$ cat config.mk
export PLATFORM = sky130hd
export DESIGN_NAME = if_id_queue
export DESIGN_NICKNAME = d
export VERILOG_FILES = /design/src/rtl/if_id_queue.sv
export SDC_FILE = /design/constraint.sdc
export NUM_CORES = 1
export LEC_CHECK = 0
export BUFFER_PORTS_ARGS = -buffer_cell sky130_fd_sc_hd__buf_2
export CAP_MARGIN = 10
export CORE_ASPECT_RATIO = 1.25
export CORE_MARGIN = 5
export CORE_UTILIZATION = 45
export DETAILED_ROUTE_END_ITERATION = 10
export GPL_ROUTABILITY_DRIVEN = 0
export PLACE_DENSITY = 0.67
export SYNTH_ARGS = -nofsm -noshare
export SYNTH_HDL_FRONTEND = slang
export SYNTH_SLANG_ARGS = --single-unit
$ cat constraint.sdc
create_clock -name clk -period 5.3 [get_ports clk]
set_input_delay 1.06 -clock clk [delete_from_list [all_inputs] [get_ports clk]]
set_output_delay 1.06 -clock clk [all_outputs]
set_load 0.01 [all_outputs]
$ cat src/rtl/if_id_queue.sv
// rtl/if_id_queue.sv - IF/ID circular instruction queue with first-word-fall-through head.
// Optional same-cycle IF-to-ID bypass when empty: define IF_ID_QUEUE_BYPASS_EN.
module if_id_queue #(
  parameter int DEPTH  = 4,
  parameter int ADDR_W = 32,
  parameter int INST_W = 32
) (
  input  logic                         clk,
  input  logic                         rst,
  input  logic                         if_valid_i,
  input  logic [ADDR_W-1:0]            if_pc_i,
  input  logic [INST_W-1:0]            if_inst_i,
  output logic                         if_ready_o,
  input  logic                         flush_i,
  input  logic                         id_ready_i,
  output logic                         id_valid_o,
  output logic [ADDR_W-1:0]            id_pc_o,
  output logic [INST_W-1:0]            id_inst_o,
  output logic [$clog2(DEPTH+1)-1:0]   count_o
);

  localparam int PW = $clog2(DEPTH);
  localparam int CW = $clog2(DEPTH+1);

  logic [ADDR_W-1:0] r_pc_mem   [DEPTH];
  logic [INST_W-1:0] r_inst_mem [DEPTH];
  logic [PW-1:0]     r_wr_ptr;
  logic [PW-1:0]     r_rd_ptr;
  logic [CW-1:0]     r_count;

  logic w_full;
  logic w_empty;
  logic w_bypass;
  logic w_bypass_take;
  logic w_push;
  logic w_pop;

  assign w_full  = (r_count == CW'(DEPTH));
  assign w_empty = (r_count == '0);

`ifdef IF_ID_QUEUE_BYPASS_EN
  // Empty queue shows the incoming fetch directly; if ID takes it, it never lands in storage.
  assign w_bypass      = w_empty && if_valid_i && !flush_i && !rst;
  assign w_bypass_take = w_bypass && id_ready_i;
`else
  assign w_bypass      = 1'b0;
  assign w_bypass_take = 1'b0;
`endif

  assign if_ready_o = !w_full;
  assign w_push     = if_valid_i && !w_full && !flush_i && !w_bypass_take;
  assign w_pop      = !w_empty && id_ready_i && !flush_i;
  assign count_o    = r_count;

  always_comb begin
    id_valid_o = 1'b0;
    id_pc_o    = '0;
    id_inst_o  = '0;
    if (!flush_i) begin
      if (!w_empty) begin
        id_valid_o = 1'b1;
        id_pc_o    = r_pc_mem[r_rd_ptr];
        id_inst_o  = r_inst_mem[r_rd_ptr];
      end else if (w_bypass) begin
        id_valid_o = 1'b1;
        id_pc_o    = if_pc_i;
        id_inst_o  = if_inst_i;
      end
    end
  end

  always_ff @(posedge clk) begin
    if (w_push && !rst) begin
      r_pc_mem[r_wr_ptr]   <= if_pc_i;
      r_inst_mem[r_wr_ptr] <= if_inst_i;
    end
  end

  always_ff @(posedge clk) begin
    if (rst || flush_i) begin
      r_wr_ptr <= '0;
      r_rd_ptr <= '0;
      r_count  <= '0;
    end else begin
      if (w_push) r_wr_ptr <= r_wr_ptr + PW'(1);
      if (w_pop)  r_rd_ptr <= r_rd_ptr + PW'(1);
      case ({w_push, w_pop})
        2'b10:   r_count <= r_count + CW'(1);
        2'b01:   r_count <= r_count - CW'(1);
        default: r_count <= r_count;
      endcase
    end
  end

endmodule

; After elaboration in Yosys (flattened, before gate mapping)
; Memories as Yosys holds them, arrays and structs flattened. A register that Yosys moved wholly into a read port is not among the register bits.
; Index checks and enable logic that the tools add are counted.
[totals]
latch_bits = 0
word_cells = 37
ramBits = 256
out_inout_bits = 69
mem_count = 2
in_bits = 69
register_bits = 7
mem_bits_ro = 0
[op_classes]
multipliers = 0
n_eq_ne = 3
shifts = 0
div = 0
mux = 13
reduce_logical = 12
bitwise = 0
magnitude_cmp = 0
add_sub_neg = 4
[mem_list]
columns = memory, depth, word_bits, rd, rd_clocked_by_memory_dff, write_ports, line
row1 = r_inst_mem, 4, 32, 1, 1, 1, 26  ; logic [INST_W-1:0] r_inst_mem [DEPTH];
row2 = r_pc_mem, 4, 32, 1, 1, 1, 25  ; logic [ADDR_W-1:0] r_pc_mem [DEPTH];
[ops]
columns = op, n
row1 = two-way mux 32 bit, 4
row2 = two-way mux 2 bit, 4
row3 = one-hot mux 3 bit (2 select lines), 1
row4 = logical AND 1 bit, 5
row5 = adder 2 x 1 -> 2 bit (second input constant), 2
row6 = zero test 1 bit, 4
row7 = two-way mux 1 bit, 4
row8 = adder 3 x 1 -> 3 bit (second input constant), 1
row9 = equality test 3 bit (second input constant), 1
row10 = zero test 3 bit, 1
row11 = subtractor 3 x 1 -> 3 bit (second input constant), 1
row12 = equality test 2 x 1 -> 1 bit (second input constant), 1
row13 = equality test 2 bit (second input constant), 1
row14 = nonzero test 2 bit, 1
row15 = logical OR 1 bit, 1

; Logic depth before layout (Yosys ltp)
[depth]
ltp_word = 7
ltp_mapped = 9
depth_no_buf = 9

; Worst setup path after synthesis
; Ideal clock, no wire load.
[synth_timing]
path_kind = input -> register
start = input port flush_i
end = memory r_inst_mem[0][0] (enable)
t_required_ns = 4.871
n_path_buf = 0
setup_slack_ns = 1.945
cell_stages = 2
setup_time_ns = 0.429
arrival_ns = 2.925
path_cell_list = nor2_1 and3_1
[synth_via]
elab_chain_len = 5
[synth_lines]
columns = item, line
row1 = start: declaration, 14  ; input logic flush_i,
row2 = zero test 1 bit, -
row3 = logical AND 1 bit, 51  ; assign w_push = if_valid_i && !w_full && !flush_i && !w_bypass_take;
row4 = logical AND 1 bit, 73  ; if (w_push && !rst) begin
row5 = two-way mux 1 bit, 73
row6 = two-way mux 1 bit (not written as such), 75  ; r_inst_mem[r_wr_ptr] <= if_inst_i;
row7 = end: declaration, 26
; No other way between the ends.

==> run summary <==
status - complete, no violations
CTS Buf Count - 25
crit path launch type - register
clock transition at the registers of the reported paths - 70 ps
WL final - 18800 µm
worst hold slack - 499 ps
Final Slew Violations - 0
Die Y - 178 µm
Reg power frac - 54.5%
Die X - 145 µm
Post-synth EDFFs - 256
Clock Sinks - 265
max cap viols - 0
first-pass GRT wire length - 28900 µm
largest cells by area after synthesis - edfxtp_1 (75%), mux4_2 (13%), and2_1 (3.9%)
antenna-violating nets left - 0
crit end category - output port
net switching power - 792 µW
crit-path max FO - 48
Final Hold Fails - 0
unrepaired setup endpoints after global routing - no
CTS HTree Levels - 1
IO Pins - 138
GRT Residual Overflow - 0
clock buffer depth - 3
final period utilization - 71.9%
Primary FF master, synth - edfxtp_1
fillcell total - 1788
Site Rows - 61
Avg Cell Area, Syn - 22.1 µm²
Post-CTS Setup Bufs - 0
drt via density - 5.23
hold path depth - 2
Area growth syn-to-layout - 17.5%
worst min path class - reg2reg
worst reg-to-reg path cell count - 9
clk_lat worst skew - 510 ps
DR pass1 iterations - 4
skew final - 10.2 ps
Reg2Reg Launch Point - count_o[2]$_SDFFE_PP0P_
Unique masters post-synth - 30
async set-reset flop share out of synthesis - 0%
clock share of power - 42.9%
Worst EP arrival - 2750 ps
Logic pwr share - 2.6%
count leader, synth - edfxtp_1
Total GRT Usage - 14.6%
post-synthesis sequential area ratio - 77.1%
Setup TNS Final - 0 ps
pwr/cell area - 356 nW/µm²
# DRC - 0
top cells by count, synth - edfxtp_1 (256), and2_1 (64), mux4_2 (61)
initial core utilization - 45.8%
mapped cell area - 10200 µm²
switching share of power - 18.6%
Yosys warnings - 0
#FFs+latches synth - 265
DRT iter0 DRCs - 281
CTS root buffer - clkbuf_16
DP HPWL - 10900 µm
HP Start - r_rd_ptr[1]$_SDFFE_PP0P_
fmax - 262 MHz
critical path class - reg2out
die footprint - 25800 µm²
Post-Syn Nets - 536
critical path required time - 4240 ps
via count - 4757
fraction of layout cells with a size suffix above 1 - 39.7%
initial antenna violation count - 4
cell internal pwr - 3.47 mW
biggest area consumer among synthesized cells - edfxtp_1
Final setup viols - 0
Port-buffer cells - 137
crit path time final - 3810 ps
Leak - 4.10 nW
hold buffers post-CTS - 0
core area - 22300 µm²
post-cts sizing count - 0
nets@finish - 681
routed wire length per instance - 20.6 µm
IR drop worst, VDD - 0.000276 V
top-area cell type share of the netlist area - 75.4%
worst slew pin tran - 1040 ps
largest net degree at the start of global routing - 66
TritonCTS clock tree - built
number of global-route vias before repair - 5292
Gate Count Post-Synth - 461
Relative slew margins - 30.8%
## state kept, by name (all words and copies together) (netlist names), named ones only
name,flops
r_inst_mem,128
r_rd_ptr,2
r_wr_ptr,2
count_o,3
r_pc_mem,128
## power groups by stage
stage / clock (mW) / sequential, mW / combinational, mW
final: 1.83 / 2.32 / 0.113
after CTS: 1.87 / 2.33 / 0.115
after floorplan: 0 / 2.37 / 0.0502
after global placement: 0 / 2.37 / 0.108
after global routing: 1.96 / 2.33 / 0.125
after detailed placement: 0 / 2.37 / 0.115
## kinds of logic after synthesis
group | count (synthesis) | synth area share [%]
flops | 265 | 77.1
buf+inv | 28 | 1.78
fa+ha+maj | 6 | 0.810
compound gates | 10 | 0.601
mux | 64 | 14.2
xor+xnor | 2 | 0.172
simple gates | 86 | 5.27
## worst paths after layout
| check | to | slack, ps |
|---|---|---|
| worst min register to register | register | 500 |
| worst min-delay path | register | 500 |
| worst max register to register | count_o[2]$_SDFFE_PP0P_ | 2840 |
| worst max-delay path | id_inst_o[14] | 1490 |
## cells in the final DEF, fill, tap and decap left out, drive strengths merged, types with 2 or more instances in the layout
cell type,count
dfxtp,9
bufinv,5
o21ai,3
xor2,2
ha,5
and2,65
nor2,5
a21oi,3
mux4,64
o31ai,3
diode,2
or2,2
clkinv,12
inv,8
nand4,2
or3,3
edfxtp,256
and3,4
buf,139
clkbuf,28
## worst max-delay path, cell delays in order, from the launching register on
cell and delay [ps]:
dfxtp_4 1000, buf_4 370, mux4_2 540, and2_1 170, buf_2 140
## final cells by class
| class | count | area [µm²] | area share, % |
|---|---|---|---|
| multi-input cells | 168 | 2170 | 18.1 |
| clock inverters | 18 | 211 | 1.76 |
| flip-flops and latches | 265 | 7880 | 65.7 |
| well taps | 283 | 354 | 2.96 |
| inverters | 7 | 26.3 | 0.219 |
| diodes | 2 | 5.00 | 0.0418 |
| clock buffers | 28 | 637 | 5.32 |
| repair buffers | 139 | 701 | 5.85 |
## routing by layer
metal | vias to the layer above | share of wire [%] | track usage [%]
met1 | 2426 | 39 | 17.9
met3 | 38 | 5.6 | 3.00
li1 | 2165 | - | -
met2 | 124 | 53 | 26.0
met4 | 4 | 2.3 | 4.51
met5 | - | 0.14 | 0
## metrics by stage
stage	area, µm²	cells	setup slack (ps)	util, %	power [mW]
global route	12000	910	1210	53.8	4.41
detailed placement	11100	862	1580	49.9	2.49
finish	12000	910	1490	53.8	4.27
floorplan	10200	461	1950	-	2.42
global placement	11100	862	1600	49.9	2.48
CTS	12000	908	1350	53.7	4.31
Power figures use the tool's default switching activity.
